<file path="src/rtl/pin_test_pkg.sv">
// Shared definitions for the pin pattern checker and the pattern transmitter:
// default width, seed word, checker states and the circular rule-30 step.
package pin_test_pkg;

    localparam int WIDTH_DEF = 110;
    localparam int WIDTH_MAX = 512;

    localparam logic [WIDTH_MAX-1:0] SEED_WORD = WIDTH_MAX'(1);

    typedef enum logic [1:0] {
        ST_SEARCH  = 2'd0,
        ST_CONFIRM = 2'd1,
        ST_LOCKED  = 2'd2
    } chk_state_e;

    // Only the low 'width' bits take part; the ring wraps at width, not WIDTH_MAX.
    function automatic logic [WIDTH_MAX-1:0] next_word(input logic [WIDTH_MAX-1:0] x,
                                                       input int width);
        logic [WIDTH_MAX-1:0] r;
        r = '0;
        for (int i = 0; i < WIDTH_MAX; i++) begin
            if (i < width) begin
                r[i] = x[(i + 1) % width] ^ (x[i] | x[(i + width - 1) % width]);
            end
        end
        return r;
    endfunction

endpackage

</file>
<file path="src/rtl/word_settle.sv">
// Two-flop pin synchronizer followed by a stability filter that reports each
// newly settled word exactly once.
module word_settle
    import pin_test_pkg::*;
#(
    parameter int WIDTH  = WIDTH_DEF,
    parameter int STABLE = 4
) (
    input  logic             pclk,
    input  logic             rst,
    input  logic [WIDTH-1:0] d_in,
    output logic [WIDTH-1:0] s,
    output logic             settled,
    output logic [WIDTH-1:0] w
);

    localparam int CNT_W = $clog2(STABLE);
    localparam logic [CNT_W-1:0] CNT_MAX  = CNT_W'(STABLE - 1);
    localparam logic [CNT_W-1:0] CNT_FIRE = CNT_W'(STABLE - 2);

    logic [WIDTH-1:0] sync1_q, sync1_d;
    logic [WIDTH-1:0] sync2_q, sync2_d;
    logic [WIDTH-1:0] prev_q, prev_d;
    logic [WIDTH-1:0] last_q, last_d;
    logic [CNT_W-1:0] cnt_q, cnt_d;

    // A word that reappears after a short glitch is not reported a second time.
    always_comb begin
        sync1_d = d_in;
        sync2_d = sync1_q;
        prev_d  = sync2_q;
        settled = (sync2_q == prev_q) && (cnt_q == CNT_FIRE) && (sync2_q != last_q);
        if (sync2_q != prev_q) begin
            cnt_d = '0;
        end else if (cnt_q != CNT_MAX) begin
            cnt_d = cnt_q + CNT_W'(1);
        end else begin
            cnt_d = cnt_q;
        end
        last_d = settled ? sync2_q : last_q;
    end

    always_ff @(posedge pclk) begin
        if (rst) begin
            sync1_q <= '0;
            sync2_q <= '0;
            prev_q  <= '0;
            last_q  <= '0;
            cnt_q   <= '0;
        end else begin
            sync1_q <= sync1_d;
            sync2_q <= sync2_d;
            prev_q  <= prev_d;
            last_q  <= last_d;
            cnt_q   <= cnt_d;
        end
    end

    assign s = sync2_q;
    assign w = sync2_q;

endmodule

</file>
<file path="config.mk">
export PLATFORM = sky130hd
export DESIGN_NAME = word_settle
export DESIGN_NICKNAME = d
export VERILOG_FILES = /design/src/rtl/pin_test_pkg.sv /design/src/rtl/word_settle.sv
export SDC_FILE = /design/constraint.sdc
export NUM_CORES = 1
export LEC_CHECK = 0
export CORE_ASPECT_RATIO = 1.1
export CORE_UTILIZATION = 55
export DETAILED_ROUTE_END_ITERATION = 7
export GPL_ROUTABILITY_DRIVEN = 0
export GPL_TIMING_DRIVEN = 1
export HOLD_SLACK_MARGIN = 0.08
export PLACE_DENSITY = 0.9
export SLEW_MARGIN = 10
export SYNTH_ARGS = -nofsm -noshare
export SYNTH_HDL_FRONTEND = slang
export SYNTH_SLANG_ARGS = --single-unit
</file>
<file path="constraint.sdc">
create_clock -name pclk -period 3.6 [get_ports pclk]
set_clock_uncertainty 0.1 [all_clocks]
set_input_delay 0.72 -clock pclk [delete_from_list [all_inputs] [get_ports pclk]]
set_output_delay 0.72 -clock pclk [all_outputs]
set_load 0.01 [all_outputs]
</file>
== After elaboration in Yosys (flattened, before gate mapping) ==
Index checks and enable logic that the tools add are counted.
W data, S select, Z words.

* Register bits: 442
* Input bits: 112

* Equality and inequality tests: 5
* Add/subtract/negate cells: 1
* Reductions and logical operators: 3

{| class="wikitable"
|+ Operators with widths
! cell !! number
|-
| $ne A110 B110 Y1 || 2
|-
| $eq A110 B110 Y1 || 1
|-
| $add A2 B1 Y2 const B || 1
|-
| $eq A2 B2 Y1 const B || 1
|-
| $logic_and A1 B1 Y1 || 2
|-
| $ne A2 B2 Y1 const B || 1
|-
| $reduce_or A2 Y1 || 1
|}

== Longest topological paths before layout ==
* Depth in word-level cells: 3
* Gate-level depth with buffers: 8
* Mapped depth without buffers: 6

== Worst setup path after synthesis ==
No wires, ideal clock.

* Path kind: register to output
* Start: register sync2_q[63], in the netlist s[63]
* End: output settled
* Data required time: 2780 ps
* Stages on the path, launching flop included: 6
* Data arrival time: 1492 ps
* Slack: 1288 ps
* Path buffers: 0
* Cells stage by stage: dfxtp_1 -> xor2_1 -> nor4_1 -> nand4_1 -> nor4_2 -> o211a_1

* Longest elaborated chain between the ends: 3
* Elaborated cells between the ends (all ways): 4
* Classes of those cells: eq/ne (2); reduce/logical (2)

{| class="wikitable"
|+ Ends and longest elaborated chain
! item !! RTL line !! text
|-
| start: declaration || word_settle.sv:22 || <nowiki>logic [WIDTH-1:0] sync2_q, sync2_d;</nowiki>
|-
| start signal: assignment || word_settle.sv:52 || <nowiki>sync2_q <= sync2_d;</nowiki>
|-
| $eq A110 B110 Y1 || word_settle.sv:32 || <nowiki>settled = (sync2_q == prev_q) && (cnt_q == CNT_FIRE) && (sync2_q != last_q);</nowiki>
|-
| $logic_and A1 B1 Y1 || word_settle.sv:32 ||
|-
| $logic_and A1 B1 Y1 * || word_settle.sv:32 ||
|-
| end: declaration || word_settle.sv:13 || <nowiki>output logic settled,</nowiki>
|}

Mark *: on every way between the ends. The rest lies on a longest branch, timed or not.

== Final worst setup path ==
* Start: register last_q[0]
* End: output settled

* Longest elaborated chain between the ends: 2

{| class="wikitable"
|+ Ends and longest elaborated chain
! item !! RTL line !! text
|-
| start: declaration || word_settle.sv:24 || <nowiki>logic [WIDTH-1:0] last_q, last_d;</nowiki>
|-
| start signal: assignment || word_settle.sv:54 || <nowiki>last_q <= last_d;</nowiki>
|-
| $ne A110 B110 Y1 || word_settle.sv:32 ||
|-
| $logic_and A1 B1 Y1 || word_settle.sv:32 ||
|}

Every way passes these cells.

==> reports/results.tsv <==
metric	value	unit
drt-wirelength-per-cell	19.7	um
powerDensity	494	nW/um^2
synth.distinct_cells	23	
place_area	19800	sq um
register_area	8870	sq um
ioPinCount	333	
dpl.hpwl	29.6	mm
die_area	31200	sq um
setup_tns	0	ns
drv_slew	0	
antenna_found_initial	1	
ys_seq_area_share	52.7	%
io_buffer_count	332	
core_area	29800	sq um
ys_warn_count	0	
drv_cap	0	
layoutNonFillerInstCount	2151	
hold_viol	0	
synth_cells	1470	
drcViolationCount	0	
layout-drive-gt1-share	14.5	%
post-place-cells	2072	
r2r-start	s[96]	
ys.flop_type	dfxtp_1	
crit_start	last_q[0]	
cp_max_fo	2	
syn2layout_area_growth	28.1	%
overflow	0	
max-vdd-ir-drop	410	uV
drt_iter0_drc	653	
vias	10733	
nets	1823	
synth-seq-cells	442	
cts_hold_buf	0	
hold-worst-slack	0.335	ns
ant_nets	0	
ctsLongestPathBuffers	3	
crit_arrival	2.71	ns
grt_start_max_net_pins	115	
syn_nets	1584	
worstPathRequired	2.78	ns
finalCritPeriodShare	97.9	%
n_fill_cell	1918	
min_from	sync1_q[60]	
synth-edff-count	0	
synth_area_per_cell	11.4	sq um
multi_input_area	6970	sq um
final_cell_area	21500	sq um
grt_usage	26.8	%
max_clock_freq	284	MHz
leakage	8.96	nW
chipWidth	169	um
die_y	185	um
start_util	56.3	%
cts_tree	done	
insertion_delay	0.53	ns
first_pass_iters	7	
status	finished clean	
relSlewSlack	50.8	%
grt_pass1_wl	63.0	mm
vias_per_cell	4.99	
clkTransAtPathRegs	0.06	ns
rows	66	
worstSetupEndpointType	primary output	
clockRootBuffer	clkbuf_16	
clock_sinks	442	
finalSetupViolCount	0	
async_flop_share	0	%
routed_wl	42.5	mm
hp-class	flip-flop to flip-flop	
fin_crit	3.53	ns
numCtsBuffers	42	
grt_pass1_vias	11032	
cp-start-kind	flip-flop	
netlist_area	16800	sq um
path_class	flip-flop to primary output	
n_antenna_cell	0	
htreeDepth	2	
tightest_slew	0.737	ns
registers in the layout, summed over array words and instances, names as in the netlist:
signal   flops
cnt_q        2
last_q     110
prev_q     110
s          110
sync1_q    110
logic make-up (layout without fill, tap and decap cells):
family                     count (synthesis)  in the layout  share of synthesized area (%)
and+or+nand+nor                          519            519                           19.3
DFF                                      442            442                           52.7
xor gates and xnor gates                 221            221                           11.5
buffers and inverters                    173            446                           6.80
muxes                                    110            110                           9.39
AOI/OAI and AO/OA                          3              3                          0.142
adders and majority gates                  2              2                          0.149
layout make-up:
class,instances,area share (%)
flip-flops and latches,442,41.3
multi-input cells,855,32.4
repair buffers,366,17.0
clock buffers,59,5.95
well taps,408,2.37
clock inverters,19,0.960
inverters,2,0.0349
worst paths after layout:
| kind | to | slack, ns | cells after the start |
|---|---|---|---|
| hold reg to reg | s[60] | 0.34 | 1 |
| setup / recovery | settled | 0.07 | 7 |
| hold / removal | s[60] | 0.34 | 1 |
| setup reg to reg | last_q[88] | 0.46 | 8 |
cell usage after synthesis, types with 4 or more instances:
library cell	number	area, sq um
nor4_1	35	219
xor2_1	111	972
buf_6	10	113
mux2_2	10	113
xnor2_1	110	963
buf_4	111	833
nor2_1	4	15.0
clkbuf_1	50	188
nand4_1	35	219
dfxtp_1	442	8850
mux2_4	90	1350
mux2_1	10	113
nor2b_1	440	2750
where the power goes:
group	leakage, nW	internal, mW	switching, mW	total [mW]
Combinational	4.60	0.464	0.381	0.845
Clock	0.735	2.77	1.83	4.61
Sequential	3.62	5.04	0.125	5.17
worst max-delay path, stage by stage (launching register included):
cell,delay [ns]
dfxtp_1,0.32
xnor2_1,0.25
nand4_1,0.21
nor4_1,0.41
buf_4,0.18
nand4_1,0.18
o211a_1,0.31
dlygate4sd2_1,0.30
layout by cell type (no fill, tap or decap), types with 2 or more instances in the layout:
master           count
dfxtp_2             18
mux2_2              10
buf_4               28
bufinv_16            4
xnor2_2              7
clkbuf_8            10
clkinv_2            11
xnor2_1            103
ha_1                 2
clkbuf_1             4
buf_12               6
nor4_1              19
nor2_1               4
nand4_1             35
xor2_1             111
mux2_1              10
clkdlybuf4s50_1    330
dfxtp_1            424
clkbuf_16           45
nor2b_1            440
mux2_4              90
nor4_2              17
inv_1                2
clkinvlp_4           3
stage by stage:
stage | power [mW] | setup WS, ns | utilization [%]
floorplan | 5.65 | 1.29 | -
global placement | 6.05 | 0.305 | 66.5
detailed placement | 6.07 | 0.352 | 66.5
CTS | 10.6 | 0.194 | 72.1
global route | 10.9 | -0.0653 | 72.1
finish | 10.6 | 0.0744 | 72.1
timing repair:
action	CTS	global route
gates resized for setup	40	2
pin swaps	5	0
setup endpoints to repair	1	1
setup buffers	1	0
metal layers:
metal / global-route usage [%] / routed length (um) / share of wire (%)
met5: 0 / 13 / 0.031
met2: 47.1 / 21000 / 49
met3: 6.09 / 2990 / 7.0
met4: 10.5 / 1590 / 3.7
met1: 31.6 / 16900 / 40
Power figures use the tool's default switching activity.
